<file path="src/rtl/sdram_cache_fill.sv">
// Line-fill engine: requests one SDRAM read burst and writes each 16-bit beat
// into the proper half of a 32-bit cache RAM word, critical word first.
// Handshakes: sd_req is held until a one-cycle sd_ack; every cycle in BURST
// with sd_valid high delivers exactly one beat (no back-pressure), and a beat
// coinciding with sd_ack is dropped because the ack is taken instead.
module sdram_cache_fill #(
  parameter int LINE_BEATS = 8,
  parameter int ADDR_W     = 10
) (
  input  logic              clock,
  input  logic              reset_n,
  input  logic              fill_req,
  input  logic [ADDR_W-1:0] fill_addr,
  input  logic              fill_hw,
  output logic              fill_busy,
  output logic              crit_valid,
  output logic              fill_done,
  output logic              sd_req,
  input  logic              sd_ack,
  input  logic [15:0]       sd_data,
  input  logic              sd_valid,
  output logic              ram_wren,
  output logic [3:0]        ram_byteena,
  output logic [ADDR_W-1:0] ram_address,
  output logic [31:0]       ram_data,
  output logic [1:0]        fsm_state
);

  localparam int IDX_W = $clog2(LINE_BEATS);
  localparam int LW_W  = IDX_W - 1;
  localparam logic [IDX_W-1:0] LAST_BEAT = IDX_W'(LINE_BEATS - 1);

  typedef enum logic [1:0] {
    IDLE  = 2'd0,
    REQ   = 2'd1,
    BURST = 2'd2,
    DONE  = 2'd3
  } state_t;

  state_t            state;
  logic [ADDR_W-1:0] line_base;
  logic [IDX_W-1:0]  start_beat;
  logic [IDX_W-1:0]  beat_count;
  logic [IDX_W-1:0]  beat_idx;

  // Beat index wraps naturally at IDX_W bits, keeping the address inside the line.
  assign beat_idx  = start_beat + beat_count;
  assign fsm_state = state;

  // Fill sequencer with registered RAM write port and status outputs.
  always_ff @(posedge clock) begin
    if (!reset_n) begin
      state       <= IDLE;
      line_base   <= '0;
      start_beat  <= '0;
      beat_count  <= '0;
      fill_busy   <= 1'b0;
      crit_valid  <= 1'b0;
      fill_done   <= 1'b0;
      sd_req      <= 1'b0;
      ram_wren    <= 1'b0;
      ram_byteena <= 4'b0000;
      ram_address <= '0;
      ram_data    <= '0;
    end else begin
      ram_wren    <= 1'b0;
      ram_byteena <= 4'b0000;
      crit_valid  <= 1'b0;
      fill_done   <= 1'b0;
      case (state)
        IDLE: begin
          if (fill_req) begin
            line_base  <= {fill_addr[ADDR_W-1:LW_W], {LW_W{1'b0}}};
            start_beat <= {fill_addr[LW_W-1:0], fill_hw};
            fill_busy  <= 1'b1;
            sd_req     <= 1'b1;
            state      <= REQ;
          end
        end
        REQ: begin
          if (sd_ack) begin
            sd_req     <= 1'b0;
            beat_count <= '0;
            state      <= BURST;
          end
        end
        BURST: begin
          if (sd_valid) begin
            ram_wren    <= 1'b1;
            ram_address <= line_base | {{(ADDR_W-LW_W){1'b0}}, beat_idx[IDX_W-1:1]};
            ram_data    <= {sd_data, sd_data};
            // Big-endian: even beats land in the upper halfword.
            ram_byteena <= beat_idx[0] ? 4'b0011 : 4'b1100;
            crit_valid  <= (beat_count == '0);
            beat_count  <= beat_count + IDX_W'(1);
            if (beat_count == LAST_BEAT) begin
              fill_done <= 1'b1;
              state     <= DONE;
            end
          end
        end
        DONE: begin
          fill_busy <= 1'b0;
          state     <= IDLE;
        end
        default: state <= IDLE;
      endcase
    end
  end

endmodule

</file>
<file path="config.mk">
export PLATFORM = sky130hd
export DESIGN_NAME = sdram_cache_fill
export DESIGN_NICKNAME = d
export VERILOG_FILES = /design/src/rtl/sdram_cache_fill.sv
export SDC_FILE = /design/constraint.sdc
export NUM_CORES = 1
export LEC_CHECK = 0
export CORE_AREA = 8 8 78 80
export CTS_CLUSTER_DIAMETER = 80
export DETAILED_ROUTE_END_ITERATION = 10
export DIE_AREA = 0 0 86 88
export GPL_TIMING_DRIVEN = 0
export HOLD_SLACK_MARGIN = 0.03
export PLACE_DENSITY_LB_ADDON = 0.2
export SYNTH_ARGS = -nofsm -noshare
export SYNTH_HDL_FRONTEND = slang
export SYNTH_SLANG_ARGS = --single-unit
</file>
<file path="constraint.sdc">
create_clock -name clock -period 3.3 [get_ports clock]
set_input_delay 0.825 -clock clock [delete_from_list [all_inputs] [get_ports clock]]
set_output_delay 0.825 -clock clock [all_outputs]
set_load 0.03 [all_outputs]
</file>
==> summary.txt <==
Floorplanning
  • Row cnt: 26
  • Initial Utilization: 0.443
  • Core Footprint: 4910 um2
  • Io pins: 85
  • DIE WIDTH: 86 um
  • Die Ht: slightly below 90 um
  • DIE AREA: 7570 um2

Clock tree
  • CTS tree: built
  • Clock root buffer: clkbuf_8
  • Post-CTS setup buffers: 0
  • Worst skew pair latency: 0.30 ns
  • CTS Hold Buffers Added: 0
  • CTS Buf Count: 5
  • TritonCTS Sinks: about 50
  • Clk slew on worst S/H paths: 0.08 ns
  • CTS Buffer Depth: 2
  • H-tree depth: 2
  • Post-cts resize count: 0

Power
  • Switching power share of the total: 0.334
  • Reg power frac: 0.428
  • Comb power frac: 0.364
  • VDD IR-drop max: 0.319 mV
  • Int Power: around 1100 uW
  • Psw: 560 uW
  • Static Leakage: 0.00123 uW
  • Cell area power density: 525 nW/um2
  • Clock power frac: 0.208

Setup path
  • WP data required: ~2.5 ns
  • Crit-path max FO: 5
  • CP peak stage delay: slightly above 0.7 ns
  • Critical path's slowest cell: clkdlybuf4s50_1
  • Critical path, cell by cell: clkdlybuf4s50_1
  • Crit path DAT: 1.43 ns
  • CP Launch Type: flip-flop
  • Number of buffers and inverters on the critical path: 1
  • Crit path max-delay family: buffers and inverters
  • Crit. End Element: output pin
  • Setup CP Type: flip-flop to output pin

Drt
  • DRC: 0
  • Wire per inst: 12.6 um
  • Via count: about 1800
  • Final WL: 5140 um
  • 1st-iter DRT viols: between 70 and 80
  • Via density: 4.49
  • Drt first pass iters: 2
  • Antenna Nets Post-Route: 0

Placement
  • Setup WS pre-CTS: around 1.1 ns
  • Gpl congestion: 0.758
  • PortBufs: 84
  • DP HPWL: approximately 4000 um

STA
  • Least-Margin Pin Slew: 0.462 ns
  • Fin crit period: 2.25 ns
  • Setup ws final: 1.05 ns
  • Max-slew headroom: 0.692
  • Setup-failing EPs final: 0
  • Max-slew violation count: 0
  • Final hold slack: 0.449 ns
  • Final Hold Fails: 0
  • Sum of negative setup slack: 0 ns
  • Unrepaired setup endpoints after global routing: false
  • Fmax achieved: 0.444 GHz
  • Fin crit share: 0.682
  • Fin Clk Skew: roughly 0.0037 ns

Synth
  • Top FF cell, synth: dfxtp_1
  • Yosys warnings: 0
  • Mapped Cells: 246
  • Sequential share of the synthesized area: 0.451
  • #FFs+latches synth: 49
  • Synth Cell Area: 2180 um2
  • Mapped Avg Cell Area: just under 9 um2
  • Syn nets: 288
  • Fraction of registers with async set/reset: 0
  • Number of distinct library cells after synthesis: 32
  • Number of synthesized flops with an enable pin: 0

Global routing
  • GRT overflow: 0
  • First-pass GRT wire length: between 8000 and 9000 um
  • Initial antenna violation count: 0
  • Largest net degree at the start of global routing: 14
  • Vias in the first global route: 1863
  • Gr usage total: 0.142

Status
  • Status: finished clean

Flow run
  • Maxcap violations: 0

Min path
  • Worst Hold Class: flip-flop to flip-flop

Finish
  • Share of layout cells above drive strength 1: 0.119
  • Most common cell after layout, fill and taps aside: clkdlybuf4s50_1
  • Most frequent cells in the layout: clkdlybuf4s50_1, nand2_1, dfxtp_1
  • Synth-to-layout area growth: 46.6%
  • Filler cell count in the final layout: 440
  • Ant diodes: 0
  • Final net count: 379
==> routing by layer <==
metal	part of all wire	GRT usage	wire length, um
met5	0	0	0
met4	0.012	0.0525	61
met3	0.062	0.0441	320
met2	0.48	0.252	2440
met1	0.45	0.154	2310
==> final timing paths <==
path                                                start                           to  slack, ns  cells past startpoint
worst max-delay path            fsm_state[0]$_SDFFE_PN0P_                 fsm_state[0]       1.05                      1
worst min-delay path            line_base[3]$_SDFFE_PN0P_  ram_address[3]$_SDFFE_PN0P_       0.45                      2
worst max register to register  fsm_state[0]$_SDFFE_PN0P_  ram_address[8]$_SDFFE_PN0P_       1.60                      6
worst min register to register  line_base[3]$_SDFFE_PN0P_  ram_address[3]$_SDFFE_PN0P_       0.45                      2
==> synthesized netlist by cell type, drive strengths merged, types with 2 or more instances <==
cell type,count,area [um2]
nand3,3,15.0
nand2,83,312
inv,8,30.0
clkbuf,5,18.8
and2,2,12.5
o21ai,2,13.8
and3,2,12.5
a21oi,2,21.3
dfxtp,49,981
ha,9,113
xnor2,2,17.5
nor2b,3,26.3
a21boi,36,285
buf,26,190
mux2i,4,40.0
o211a,2,20.0
==> cell type report <==
class                   instances  area (um2)  share of cell area
plain buffers                  31         209              0.0655
clock buffers                   7        86.3              0.0270
repair buffers                 84         841               0.263
flip-flops and latches         49         981               0.307
multi-input cells             158         957               0.300
inverters                       8        30.0             0.00941
well taps                      70        87.6              0.0274
==> kinds of logic after synthesis <==
kind of cell | Yosys count | synth area share
and+or+nand+nor | 98 | 0.189
DFF | 49 | 0.451
AOI/OAI and AO/OA | 44 | 0.164
adders and majority gates | 10 | 0.0609
muxes | 4 | 0.0184
buffers and inverters | 39 | 0.110
xor gates and xnor gates | 2 | 0.00805
==> power groups by stage <==
stage	clock [uW]	combinational (uW)	sequential, uW
finish	349	610	717
global route	383	665	728
CTS	363	619	717
detailed placement	0	618	730
global placement	0	609	727
floorplan	0	297	816
==> state kept, by name, summed over array words and instances, names as in the netlist <==
name         cells
sd_req           1
crit_valid       1
ram_address     10
ram_byteena      2
fsm_state        2
ram_wren         1
fill_busy        1
beat_count       3
start_beat       3
fill_done        1
line_base        8
ram_data        16
==> metrics by stage <==
| step | cell area [um2] | util | total power [uW] | instances |
|---|---|---|---|---|
| final | 3190 | 0.650 | 1680 | 407 |
| after global routing | 3190 | 0.650 | 1780 | 407 |
| after CTS | 3190 | 0.650 | 1700 | 407 |
| after detailed placement | 3110 | 0.632 | 1350 | 400 |
| after global placement | 3110 | 0.632 | 1340 | 400 |
| after floorplan | 2180 | - | 1110 | 246 |
Note: power is estimated with default switching activity, not from simulation.
